<file path="src/rtl/bcd_seq_ctrl.sv">
// bcd_seq_ctrl: sequential double-dabble binary-to-BCD converter with valid/ready handshakes
module bcd_seq_ctrl #(
  parameter int WIDTH  = 8,
  parameter int DIGITS = 3
) (
  input  logic                           clk,
  input  logic                           rst,
  input  logic                           in_valid,
  output logic                           in_ready,
  input  logic [WIDTH-1:0]               x,
  output logic                           out_valid,
  input  logic                           out_ready,
  output logic [4*DIGITS-1:0]            BCD,
  output logic [$clog2(DIGITS+1)-1:0]    ndigits,
  output logic                           busy
);
  localparam int SW = 4*DIGITS + WIDTH;
  localparam int CW = $clog2(WIDTH + 1);
  localparam int NW = $clog2(DIGITS + 1);
  function automatic logic [127:0] pow10(input int n);
    logic [127:0] p;
    p = 128'd1;
    for (int i = 0; i < n; i++) p = p * 128'd10;
    return p;
  endfunction
  if (pow10(DIGITS) <= (128'd1 << WIDTH) - 128'd1) begin : g_bad
    $error("bcd_seq_ctrl: DIGITS too small for WIDTH");
  end
  typedef enum logic [1:0] {IDLE, SHIFT, DONE} state_t;
  state_t state, state_d;
  logic [SW-1:0] sr, adj, sr_d;
  logic [CW-1:0] cnt;
  logic [NW-1:0] nd_d;
  logic last;
  assign last      = cnt == CW'(WIDTH - 1);
  assign in_ready  = state == IDLE && !rst;
  assign out_valid = state == DONE;
  assign busy      = state == SHIFT;
  always_comb begin
    adj = sr;
    for (int i = 0; i < DIGITS; i++)
      adj[WIDTH+4*i +: 4] = sr[WIDTH+4*i +: 4] >= 4'd5 ? sr[WIDTH+4*i +: 4] + 4'd3 : sr[WIDTH+4*i +: 4];
    sr_d = adj << 1;
    nd_d = NW'(1);
    for (int i = 1; i < DIGITS; i++)
      if (sr_d[WIDTH+4*i +: 4] != 4'd0) nd_d = NW'(i + 1);
  end
  always_comb begin
    state_d = state;
    state_d = state == IDLE  ? (in_valid  ? SHIFT : IDLE)
            : state == SHIFT ? (last      ? DONE  : SHIFT)
            : state == DONE  ? (out_ready ? IDLE  : DONE)
            : IDLE;
  end
  always_ff @(posedge clk) begin
    if (rst) begin
      state   <= IDLE;
      sr      <= '0;
      cnt     <= '0;
      BCD     <= '0;
      ndigits <= NW'(1);
    end else begin
      state <= state_d;
      if (state == IDLE && in_valid) begin
        sr  <= {{(4*DIGITS){1'b0}}, x};
        cnt <= '0;
      end else if (state == SHIFT) begin
        sr  <= sr_d;
        cnt <= cnt + CW'(1);
      end
      // Results are captured from the final shift, so BCD/ndigits hold steady until the next conversion ends.
      if (state == SHIFT && last) begin
        BCD     <= sr_d[SW-1:WIDTH];
        ndigits <= nd_d;
      end
    end
  end
endmodule

</file>
<file path="config.mk">
export PLATFORM = sky130hd
export DESIGN_NAME = bcd_seq_ctrl
export DESIGN_NICKNAME = d
export VERILOG_FILES = /design/src/rtl/bcd_seq_ctrl.sv
export SDC_FILE = /design/constraint.sdc
export NUM_CORES = 1
export LEC_CHECK = 0
export CELL_PAD_IN_SITES_DETAIL_PLACEMENT = 0
export CELL_PAD_IN_SITES_GLOBAL_PLACEMENT = 1
export CORE_MARGIN = 2
export CORE_UTILIZATION = 35
export DETAILED_ROUTE_END_ITERATION = 7
export PLACE_DENSITY = 0.72
export SYNTH_ARGS = -nofsm -noshare
export SYNTH_HDL_FRONTEND = slang
export SYNTH_SLANG_ARGS = --single-unit
</file>
<file path="constraint.sdc">
create_clock -name clk -period 1.8 [get_ports clk]
set_input_delay 0.27 -clock clk [delete_from_list [all_inputs] [get_ports clk]]
set_output_delay 0.27 -clock clk [all_outputs]
set_load 0.1 [all_outputs]
</file>
-- Yosys cells after proc, flatten, opt, wreduce, memory -nomap -nowiden
Index checks and enable logic that the tools add are counted.
- add/sub/neg operators: 4
- mux-type cells: 13
- eq/ne operators: 3
- reduce and logical (&&, ||, !) cells: 9
- $lt $le $gt $ge: 3
- operators by type and width (kind ; count):
    2-to-1 mux 8 bit ; 2
    2-to-1 mux 2 bit ; 7
    greater-or-equal comparator 4 x 3 -> 1 bit, second input constant ; 3
    adder 4 x 2 -> 4 bit, second input constant ; 2
    2-to-1 mux 4 bit ; 2
    nonzero test 4 bit ; 2
    adder 4 x 1 -> 4 bit, second input constant ; 1
    == test 4 x 3 -> 1 bit, second input constant ; 1
    adder 3 x 2 -> 3 bit, second input constant ; 1
    logical AND 1 bit ; 3
    2-to-1 mux 3 bit ; 1
    == test 2 x 1 -> 1 bit, second input constant ; 1
    == test 2 bit, second input constant ; 1
    zero test 2 bit ; 1
    nonzero test 2 bit ; 1
    OR reduction 2 bit ; 1
    zero test 1 bit ; 1
    2-to-1 mux 1 bit ; 1
- register bits after elaboration: 40
- output and inout port bits: 17
- logic and storage cells: 38
- input port bits: 12

-- Longest topological paths before layout
Gate-level depths: netlist of the first run.
- depth after elaboration: 5
- depth in mapped cells: 7
- depth with buffers taken out: 7

-- Least setup slack after synthesis of the first run
No wires, ideal clock.
- kind: input-to-output
- start point: in rst
- end point: out in_ready
- stages on the path: 3
- data required time: 1530 ps
- arrival time: 2656 ps
- buffers on the path: 2
- setup slack: -1126 ps
- path through: clkbuf_1 > clkbuf_1 > nor3_1
- longest elaborated chain between the ends: 2
- RTL lines (item ; line ; text):
    from (decl) ; 7 ; input logic rst,
    zero test 1 bit ; 36 ; assign in_ready = state == IDLE && !rst;
    logical AND 1 bit ; 36 ;
    to (decl) ; 9 ; output logic in_ready,
No other way between the ends.

-- Worst setup path after layout of the first run
- start point: reg sr[17]
- end point: reg ndigits[0]
- longest elaborated chain between the ends: 4
- RTL lines (item ; line ; text):
    from (decl) ; 31 ; logic [SW-1:0] sr, adj, sr_d;
    from (signal assigned) ; 65 ; sr <= {{(4*DIGITS){1'b0}}, x};
    from (signal assigned) ; 68 ; sr <= sr_d;
    greater-or-equal comparator 4 x 3 -> 1 bit or adder 3 x 2 -> 3 bit (tied branches) ; 42 ; adj[WIDTH+4*i +: 4] = sr[WIDTH+4*i +: 4] >= 4'd5 ? sr[WIDTH+4*i +: 4] + 4'd3 : sr[WIDTH+4*i +: 4];
    2-to-1 mux 3 bit (*) ; 42 ;
    nonzero test 4 bit (*) ; 46 ; if (sr_d[WIDTH+4*i +: 4] != 4'd0) nd_d = NW'(i + 1);
    2-to-1 mux 2 bit (*) ; 46 ;
    to (signal assigned) ; 74 ; ndigits <= nd_d;
    to (decl) ; 14 ; output logic [$clog2(DIGITS+1)-1:0] ndigits,
Every way passes the cells marked *; elsewhere a longest branch is shown, timed or not.
A chain may end at the register's enable or synchronous reset.

==> metrics.md, run 1 <==
| Metric | Value |
|---|---|
| Worst Path Arrival | `1.87 ns` |
| Worst path required time | `1.98 ns` |
| Area after DPL | `2220 sq um` |
| Distinct cells, synth | `33` |
| Syn_nets | `238` |
| H-tree levels | `2` |
| Post-route DRC | `0` |
| Pin count of the biggest net entering global routing | `24` |
| First-pass GRT wire length | `6680 um` |
| Max cap viols | `0` |
| Max Root-Sink Buffers | `2` |
| Root buf cell | `clkbuf_8` |
| Sequential area share after synthesis | `0.445` |
| Worst-Margin Slew | `0.335 ns` |
| Syn Area/Cell | `8.21 sq um` |
| Final period util | `0.941` |
| Vias in the first global route | `1483` |
| Hold slack | `0.454 ns` |
| PD cells | `754 nW/um^2` |
| Max_slew headroom | `0.777` |
| Placer Congestion | `0.732` |
| Largest fanout on the critical path | `4` |
| Die width | `75.7 um` |
| Warnings from Yosys | `0` |
| PnR worst setup slack | `0.107 ns` |
| Wire length per cell | `12.2 um` |
| WS Path Type | `flip-flop to flip-flop` |
| Tmin final | `1.69 ns` |
| Cell area after layout | `2340 sq um` |
| Io pins | `29` |
| Final wirelength | `4000 um` |
| Die height | `75.7 um` |
| Starting Density | `0.357` |
| Final #Nets | `277` |
| Final hold violations | `0` |
| Pre-CTS setup slack | `0.0367 ns` |
| Port Buffers | `28` |
| Yosys reg bits | `40` |
| Commonest non-fill, non-tap cell in the layout | `nand2_1` |
| Asr flop ratio synth | `0` |
| Share of cells above drive strength 1 | `0.201` |
| Peak VDD IR | `0.411 mV` |
| Vias | `1552` |
| Area growth syn-to-layout | `29.9%` |
| Full die area | `5730 sq um` |
| Mapped Cells | `219` |
| Fin util | `0.463` |
| EDFF count, synth | `0` |
| Cts hold-fix bufs | `0` |
| GRT overflow | `0` |
| Core area | `5040 sq um` |
| CTS buffer count | `5` |
| Vias per cell | `4.72` |
| Synth Flop Type | `dfxtp_1` |
| Final ANT Viol Nets | `0` |
| DR iter-0 viols | `70` |
| F_max | `591 MHz` |
| Dpl hpwl | `2770 um` |
| Leakage dissipation | `0.898 nW` |
| Latest clock arrival within the worst-skew pair | `0.29 ns` |
| Setup Viol. Count Final | `0` |
| Cell Area, Synth | `1800 sq um` |
| Max-slew violation count | `0` |
| Crit end category | `flip-flop` |
| Global router's overall resource usage | `0.155` |
| CTS tree | `yes` |
| Clock skew | `0.00405 ns` |
| Min-Delay Path Class | `flip-flop to flip-flop` |
| Outcome | `complete, no violations` |
| Clock slew at reported path FFs | `0.07 ns` |
| Initial DRT Pass Iterations | `5` |
| Antenna violations before repair | `0` |
| Sink Count | `40` |
| Critical path startpoint category | `flip-flop` |
| N_diodes | `0` |
| Highest-count cells in the layout ignoring fill and taps | `nand2_1, dfxtp_1, a21oi_1` |
| Row cnt | `26` |
critical path, stage by stage (launching register included):
cell	delay [ns]
dfxtp_1	0.33
inv_1	0.08
ha_1	0.18
nand2b_1	0.13
a21o_1	0.20
mux2i_2	0.19
a41oi_1	0.13
or3_1	0.34
flip-flops by register name, indices dropped and copies added, names as in the netlist:
register	cells
state	2
cnt	4
sr	20
ndigits	2
BCD	12
per-layer routing:
layer	GRT usage	part of all wire	wire (um)	vias up
met3	0.0357	0.023	93	7
met2	0.245	0.48	1940	21
met4	0.0702	0.014	56	0
met1	0.201	0.48	1920	705
li1	-	-	-	819
met5	0	0	0	-
synthesized netlist by cell type (all sizes together), types with 3 or more instances:
library cell / n / area, sq um
nand2: 44 / 165
dfxtp: 40 / 801
a21oi: 33 / 169
nor2: 19 / 71.3
a211oi: 7 / 52.6
a22oi: 7 / 52.6
clkbuf: 7 / 26.3
ha: 7 / 87.6
inv: 7 / 26.3
buf: 5 / 31.3
mux2i: 5 / 50.1
nand2b: 5 / 33.8
nor3b: 5 / 37.5
o21ai: 4 / 20.0
xnor2: 4 / 35.0
nor3: 3 / 15.0
layout make-up:
class | count | area (sq um)
multi-input combinational | 160 | 930
clock buffer | 8 | 90.1
tap | 70 | 87.6
sequential | 40 | 807
inverter | 7 | 26.3
fill | 519 | 2710
timing repair buffer | 44 | 395
worst paths after layout:
kind / to / cells past startpoint / slack [ns] / from
hold reg to reg: sr[17] / 2 / 0.45 / sr[17]
hold / removal: sr[17] / 2 / 0.45 / sr[17]
setup / recovery: ndigits[0] / 7 / 0.11 / sr[17]
setup reg to reg: ndigits[0] / 7 / 0.11 / sr[17]
repair_timing:
item / CTS / global route
setup endpoints to repair: 0 / 2
setup buffers: 0 / 1
gates resized for setup: 0 / 6
cells by family (layout without fill, tap and decap cells):
kind of cell / after synthesis / in the layout / share of synthesized area
and+or+nand+nor: 87 / 87 / 0.221
adders and majority gates: 7 / 7 / 0.0487
AOI/OAI and AO/OA: 55 / 55 / 0.182
muxes: 5 / 5 / 0.0278
buffers and inverters: 19 / 59 / 0.0466
DFF: 40 / 40 / 0.445
xor gates and xnor gates: 6 / 6 / 0.0292
power by group:
group,total [W],internal (W),leakage (nW),switching (W)
clock network,0.000610,0.000313,0.0455,0.000297
registers,0.000924,0.000906,0.326,0.0000180
logic,0.000228,0.0000993,0.526,0.000128
total,0.00176,0.00132,0.898,0.000444
stage by stage:
step           std cells  total power [W]  TNS, ns
2_1_floorplan        219          0.00108   -0.271
4_1_cts              328          0.00179        0
6_report             329          0.00176        0
3_3_place_gp         320          0.00117        0
3_5_place_dp         320          0.00117        0
5_1_grt              329          0.00185  -0.0177
(Power assumes the default switching activity.)
==> inputs of run 2 (changes only) <==
--- a/config.mk
+++ b/config.mk
@@ -8,9 +8,9 @@
 export CELL_PAD_IN_SITES_DETAIL_PLACEMENT = 0
 export CELL_PAD_IN_SITES_GLOBAL_PLACEMENT = 1
 export CORE_MARGIN = 2
-export CORE_UTILIZATION = 35
+export CORE_UTILIZATION = 40
 export DETAILED_ROUTE_END_ITERATION = 7
-export PLACE_DENSITY = 0.72
+export PLACE_DENSITY = 0.78
 export SYNTH_ARGS = -nofsm -noshare
 export SYNTH_HDL_FRONTEND = slang
 export SYNTH_SLANG_ARGS = --single-unit
==> constraint.sdc (replaced) <==
create_clock -name clk -period 2.05 [get_ports clk]
set_input_delay 0.3075 -clock clk [delete_from_list [all_inputs] [get_ports clk]]
set_output_delay 0.3075 -clock clk [all_outputs]
set_load 0.1 [all_outputs]
==> run 2 against run 1 <==
Compared with the run above:
- clock power up 4.9%
- highest routed layer unchanged
- non-clock buffer count down 7
- critical endpoint unchanged
- largest cell class unchanged
- clock skew grew 0.0014 ns
==> metrics.md, run 2 (synthesis results as in run 1) <==
| Metric | Value |
|---|---|
| Power, Total | `0.00164 W` |
| Wire length per cell | `12.1 um` |
| Starting Density | `0.413` |
| Vias per cell | `4.95` |
| WP depth | `7` |
| Tmin final | `1.80 ns` |
| Antenna violations before repair | `0` |
| Final wirelength | `3680 um` |
| Row cnt | `24` |
| PnR worst setup slack | `0.253 ns` |
| R2r worst-path depth | `7` |
| Outcome | `complete, no violations` |
| F_max | `557 MHz` |
| Pre-CTS setup slack | `0.255 ns` |
| Setup Buffers After CTS | `0` |
| First-pass GRT wire length | `6390 um` |
| Sink Count | `40` |
| Setup TNS Final | `0 ns` |
| PD cells | `720 nW/um^2` |
| Min-Delay Path Class | `flip-flop to flip-flop` |
| Area after DPL | `2160 sq um` |
| Final ANT Viol Nets | `0` |
| Largest registers | `sr x20, BCD x12, cnt x4` |
| CTS buffer count | `5` |
| Register bank with the most flops | `sr` |
| Crit path buf inv count | `1` |
| Latest clock arrival within the worst-skew pair | `0.29 ns` |
| RSZ-0062 raised after global routing | `false` |
| Full die area | `5050 sq um` |
| Io pins | `29` |
| Worst Path Arrival | `1.97 ns` |
| Largest fanout on the critical path | `4` |
| Post-route DRC | `0` |
| Crit-path cells | `inv_1 -> ha_1 -> nand2b_1 -> nor3b_1 -> a21oi_1 -> a41oi_1 -> or3_1` |
| Setup Viol. Count Final | `0` |
| Dpl hpwl | `2640 um` |
| Crit end category | `flip-flop` |
| Placer Congestion | `0.752` |
| Cts hold-fix bufs | `0` |
| Post-CTS Resized | `0` |
| Area growth syn-to-layout | `26.4%` |
| Final period util | `0.876` |
| Max cap viols | `0` |
| Fin cells | `304` |
| Hold Path Depth | `2` |
| Max_slew headroom | `0.703` |
| Cell area after layout | `2270 sq um` |
| Crit-path leading delay family | `simple AND/OR/NAND/NOR gates` |
| Critical path startpoint category | `flip-flop` |
| Core area | `4350 sq um` |
| Global router's overall resource usage | `0.158` |
| Final #Nets | `270` |
| Initial DRT Pass Iterations | `4` |
| Clock skew | `0.00547 ns` |
| Worst-Margin Slew | `0.443 ns` |
| DR iter-0 viols | `67` |
| CTS tree | `yes` |
| Max-slew violation count | `0` |
| Peak VDD IR | `0.466 mV` |
| Worst path required time | `2.22 ns` |
| Root buf cell | `clkbuf_8` |
| Commonest non-fill, non-tap cell in the layout | `nand2_1` |
| Crit-path slowest cell | `or3_1` |
| Placed cells | `296` |
| Die height | `71.0 um` |
| N_diodes | `0` |
| Max Root-Sink Buffers | `2` |
| Die width | `71.0 um` |
| Pin count of the biggest net entering global routing | `17` |
| Clock slew at reported path FFs | `0.08 ns` |
| WS Path Type | `flip-flop to flip-flop` |
| Max reg flops | `20` |
| Critical Path Max Stage Delay | `0.35 ns` |
| Leakage dissipation | `0.870 nW` |
| Port Buffers | `28` |
| Final hold violations | `0` |
| Highest-count cells in the layout ignoring fill and taps | `nand2_1, dfxtp_1, a21oi_1` |
| Vias in the first global route | `1425` |
| H-tree levels | `2` |
| GRT overflow | `0` |
| Vias | `1506` |
| Share of cells above drive strength 1 | `0.167` |
[run 2: changes by cell type in the layout (fill, tap and decap cells not counted), moves of 2 or more]
| cell | delta |
|---|---|
| dfxtp_2 | -2 |
| clkbuf_1 | -2 |
| buf_4 | -7 |
| dfxtp_1 | +3 |
[run 2: report_power, final]
group	leakage [nW]	total [W]	internal, W	switching (W)
logic	0.492	0.000187	0.0000778	0.000109
registers	0.324	0.000811	0.000795	0.0000157
clock network	0.0541	0.000640	0.000360	0.000280
total	0.870	0.00164	0.00123	0.000404
[run 2: routing by layer]
layer	share of wire	vias to the layer above	GRT usage
li1	-	807	-
met1	0.50	682	0.212
met2	0.47	15	0.254
met3	0.022	2	0.0342
met4	0.0068	0	0.0503
met5	0	-	0
[run 2: area by class of cell]
cell class                      instances  area (sq um)
Multi-Input combinational cell        160           927
Clock inverter                          3          42.5
Tap cell                               52          65.1
Inverter                                7          26.3
Fill cell                             425          2080
Sequential cell                        40           801
Clock buffer                            5          68.8
Timing Repair Buffer                   37           343
[run 2: worst register-to-register path, cell delays in order (launching register included)]
cell and delay, ns:
dfxtp_1 0.34, inv_1 0.08, ha_1 0.17, nand2b_1 0.16, nor3b_1 0.14, a21oi_1 0.28, a41oi_1 0.16, or3_1 0.35
[run 2: path summary, 6_finish.rpt]
| check | startpoint | end | slack [ns] |
|---|---|---|---|
| setup / recovery | sr[13] | ndigits[0] | 0.25 |
| setup reg to reg | sr[13] | ndigits[0] | 0.25 |
| hold / removal | BCD[5] | BCD[5] | 0.46 |
| hold reg to reg | BCD[5] | BCD[5] | 0.46 |
[run 2: per-stage QoR]
stage           util  hold WS (ns)
2_1_floorplan      -         0.436
3_3_place_gp   0.497         0.442
3_5_place_dp   0.497         0.448
4_1_cts        0.522         0.459
5_1_grt        0.522         0.484
6_report       0.522         0.456
==> inputs of run 3 (changes only) <==
--- a/config.mk
+++ b/config.mk
@@ -8,9 +8,9 @@
 export CELL_PAD_IN_SITES_DETAIL_PLACEMENT = 0
 export CELL_PAD_IN_SITES_GLOBAL_PLACEMENT = 1
 export CORE_MARGIN = 2
-export CORE_UTILIZATION = 40
+export CORE_UTILIZATION = 35
 export DETAILED_ROUTE_END_ITERATION = 7
-export PLACE_DENSITY = 0.78
+export PLACE_DENSITY = 0.7
 export SYNTH_ARGS = -nofsm -noshare
 export SYNTH_HDL_FRONTEND = slang
 export SYNTH_SLANG_ARGS = --single-unit
==> run 3 against run 2 <==
Compared with the run above:
- register-to-register slack got worse by 0.04 ns
- combinational power barely moved
- sequential cell count did not move
- clock power fell by 22%
- global-route usage fell by 0.34 points
- setup slack got worse by 0.038 ns
- core utilization fell by 7.4 points
- wire length rose by 7.5%
- sequential share of layout area rose by 0.21 points
- sequential power barely moved
- count of clock-buffer cells in the layout rose by 1
- clock skew rose by 0.0017 ns
- largest power group unchanged
==> metrics.md, run 3 (synthesis results as in run 1) <==
| Metric | Value |
|---|---|
| Final #Nets | `268` |
| GRT overflow | `0` |
| Leakage dissipation | `0.851 nW` |
| Peak VDD IR | `0.373 mV` |
| Largest fanout on the critical path | `4` |
| Met2 WL post-DR | `1820 um` |
| Tmin final | `1.83 ns` |
| Clock slew at reported path FFs | `0.07 ns` |
| Wire length per cell | `12.4 um` |
| Port Buffers | `28` |
| First-pass GRT wire length | `6580 um` |
| Register bank with the most flops | `sr` |
| R2r setup slk | `0.22 ns` |
| Initial DRT Pass Iterations | `4` |
| Max_slew headroom | `0.693` |
| Commonest non-fill, non-tap cell in the layout | `nand2_1` |
| Latest clock arrival within the worst-skew pair | `0.29 ns` |
| Vias in the first global route | `1430` |
| Setup Buffers After CTS | `0` |
| Crit-path slowest cell | `or3_1` |
| Placed cells | `312` |
| Max cap viols | `0` |
| Min-Delay Path Class | `flip-flop to flip-flop` |
| WS Path Type | `flip-flop to flip-flop` |
| Setup Viol. Count Final | `0` |
| WL met3 | `130 um` |
| Worst Path Arrival | `2.01 ns` |
| Hold slack | `0.456 ns` |
| Max reg flops | `20` |
| Hold Crit Endpoint | `BCD[1]` |
| RSZ-0062 raised after global routing | `false` |
| CTS tree | `yes` |
| Share of cells above drive strength 1 | `0.153` |
| Die height | `75.7 um` |
| Final hold violations | `0` |
| H-tree levels | `2` |
| Setup TNS Final | `0 ns` |
| R2r worst-path depth | `7` |
| Post-CTS Resized | `0` |
| Crit-path leading delay family | `simple AND/OR/NAND/NOR gates` |
| Sink Count | `40` |
| Fin cells | `319` |
| Max Root-Sink Buffers | `2` |
| Final ANT Viol Nets | `0` |
| Pin count of the biggest net entering global routing | `18` |
| Cts hold-fix bufs | `0` |
| Post-route DRC | `0` |
| Critical Path Max Stage Delay | `0.35 ns` |
| Vias per cell | `4.83` |
| DR iter-0 viols | `72` |
| Crit path buf inv count | `1` |
| Worst path required time | `2.23 ns` |
| Root buf cell | `clkbuf_8` |
| Crit-path cells | `inv_1 -> ha_1 -> nand2b_1 -> nor3b_1 -> a21oi_1 -> a41oi_1 -> or3_1` |
| Row cnt | `26` |
| Vias | `1540` |
| F_max | `545 MHz` |
| Starting Density | `0.357` |
| Max-slew violation count | `0` |
| Uppermost layer routed | `met4` |
| Die width | `75.7 um` |
| Met1 Wirelength | `1910 um` |
| Critical path startpoint category | `flip-flop` |
| HP Start | `BCD[1]` |
| Outcome | `complete, no violations` |
| Final period util | `0.895` |
| Io pins | `29` |
| Placer Congestion | `0.772` |
| Area growth syn-to-layout | `25.7%` |
| Final wirelength | `3950 um` |
| Full die area | `5730 sq um` |
| Antenna violations before repair | `0` |
| Core area | `5040 sq um` |
| RR Endpoint | `ndigits[0]` |
| Hold Path Depth | `2` |
| Global router's overall resource usage | `0.155` |
| Worst r2r src | `sr[13]` |
| Worst-Margin Slew | `0.459 ns` |
| Dpl hpwl | `2780 um` |
| N_diodes | `0` |
| PD cells | `665 nW/um^2` |
| CTS buffer count | `5` |
| Crit end category | `flip-flop` |
| Cell area after layout | `2260 sq um` |
| Area after DPL | `2180 sq um` |
| Clock skew | `0.00714 ns` |
| Largest registers | `sr x20, BCD x12, cnt x4` |
| Highest-count cells in the layout ignoring fill and taps | `nand2_1, dfxtp_1, a21oi_1` |
## run 3: layout make-up
cell class | count | area (sq um)
Clock buffer | 6 | 72.6
Clock inverter | 1 | 5.00
Fill cell | 523 | 2780
Inverter | 7 | 26.3
Multi-Input combinational cell | 160 | 927
Sequential cell | 40 | 801
Tap cell | 70 | 87.6
Timing Repair Buffer | 35 | 340
## run 3: worst max path at each step
stage          depth (start not counted)         end  startpoint
2_1_floorplan                          3    in_ready         rst
3_3_place_gp                           7  ndigits[0]      sr[16]
3_5_place_dp                           7  ndigits[0]      sr[13]
4_1_cts                                7  ndigits[0]      sr[13]
5_1_grt                                7  ndigits[0]      sr[16]
6_report                               7  ndigits[0]      sr[13]
## run 3: per-layer routing
| layer | vias up | GRT usage |
|---|---|---|
| met4 | 0 | 0.0760 |
| met5 | - | 0 |
| met2 | 27 | 0.240 |
| li1 | 803 | - |
| met3 | 8 | 0.0410 |
| met1 | 702 | 0.199 |
## run 3: power by group
part,internal [W],switching (W)
clock,0.000232,0.000269
combinational,0.0000799,0.000110
sequential,0.000796,0.0000156
## run 3: per-stage QoR
step	util	total power (W)	setup slack, ns
2_1_floorplan	-	0.000949	0.309
4_1_cts	0.448	0.00153	0.234
3_5_place_dp	0.433	0.00102	0.251
3_3_place_gp	0.433	0.00102	0.283
6_report	0.448	0.00150	0.215
5_1_grt	0.448	0.00157	0.0634
## run 3: tightest hold or removal path: stages (launching register included)
cell and delay [ns]:
dfxtp_1 0.31, nand2_1 0.05, a21oi_1 0.05
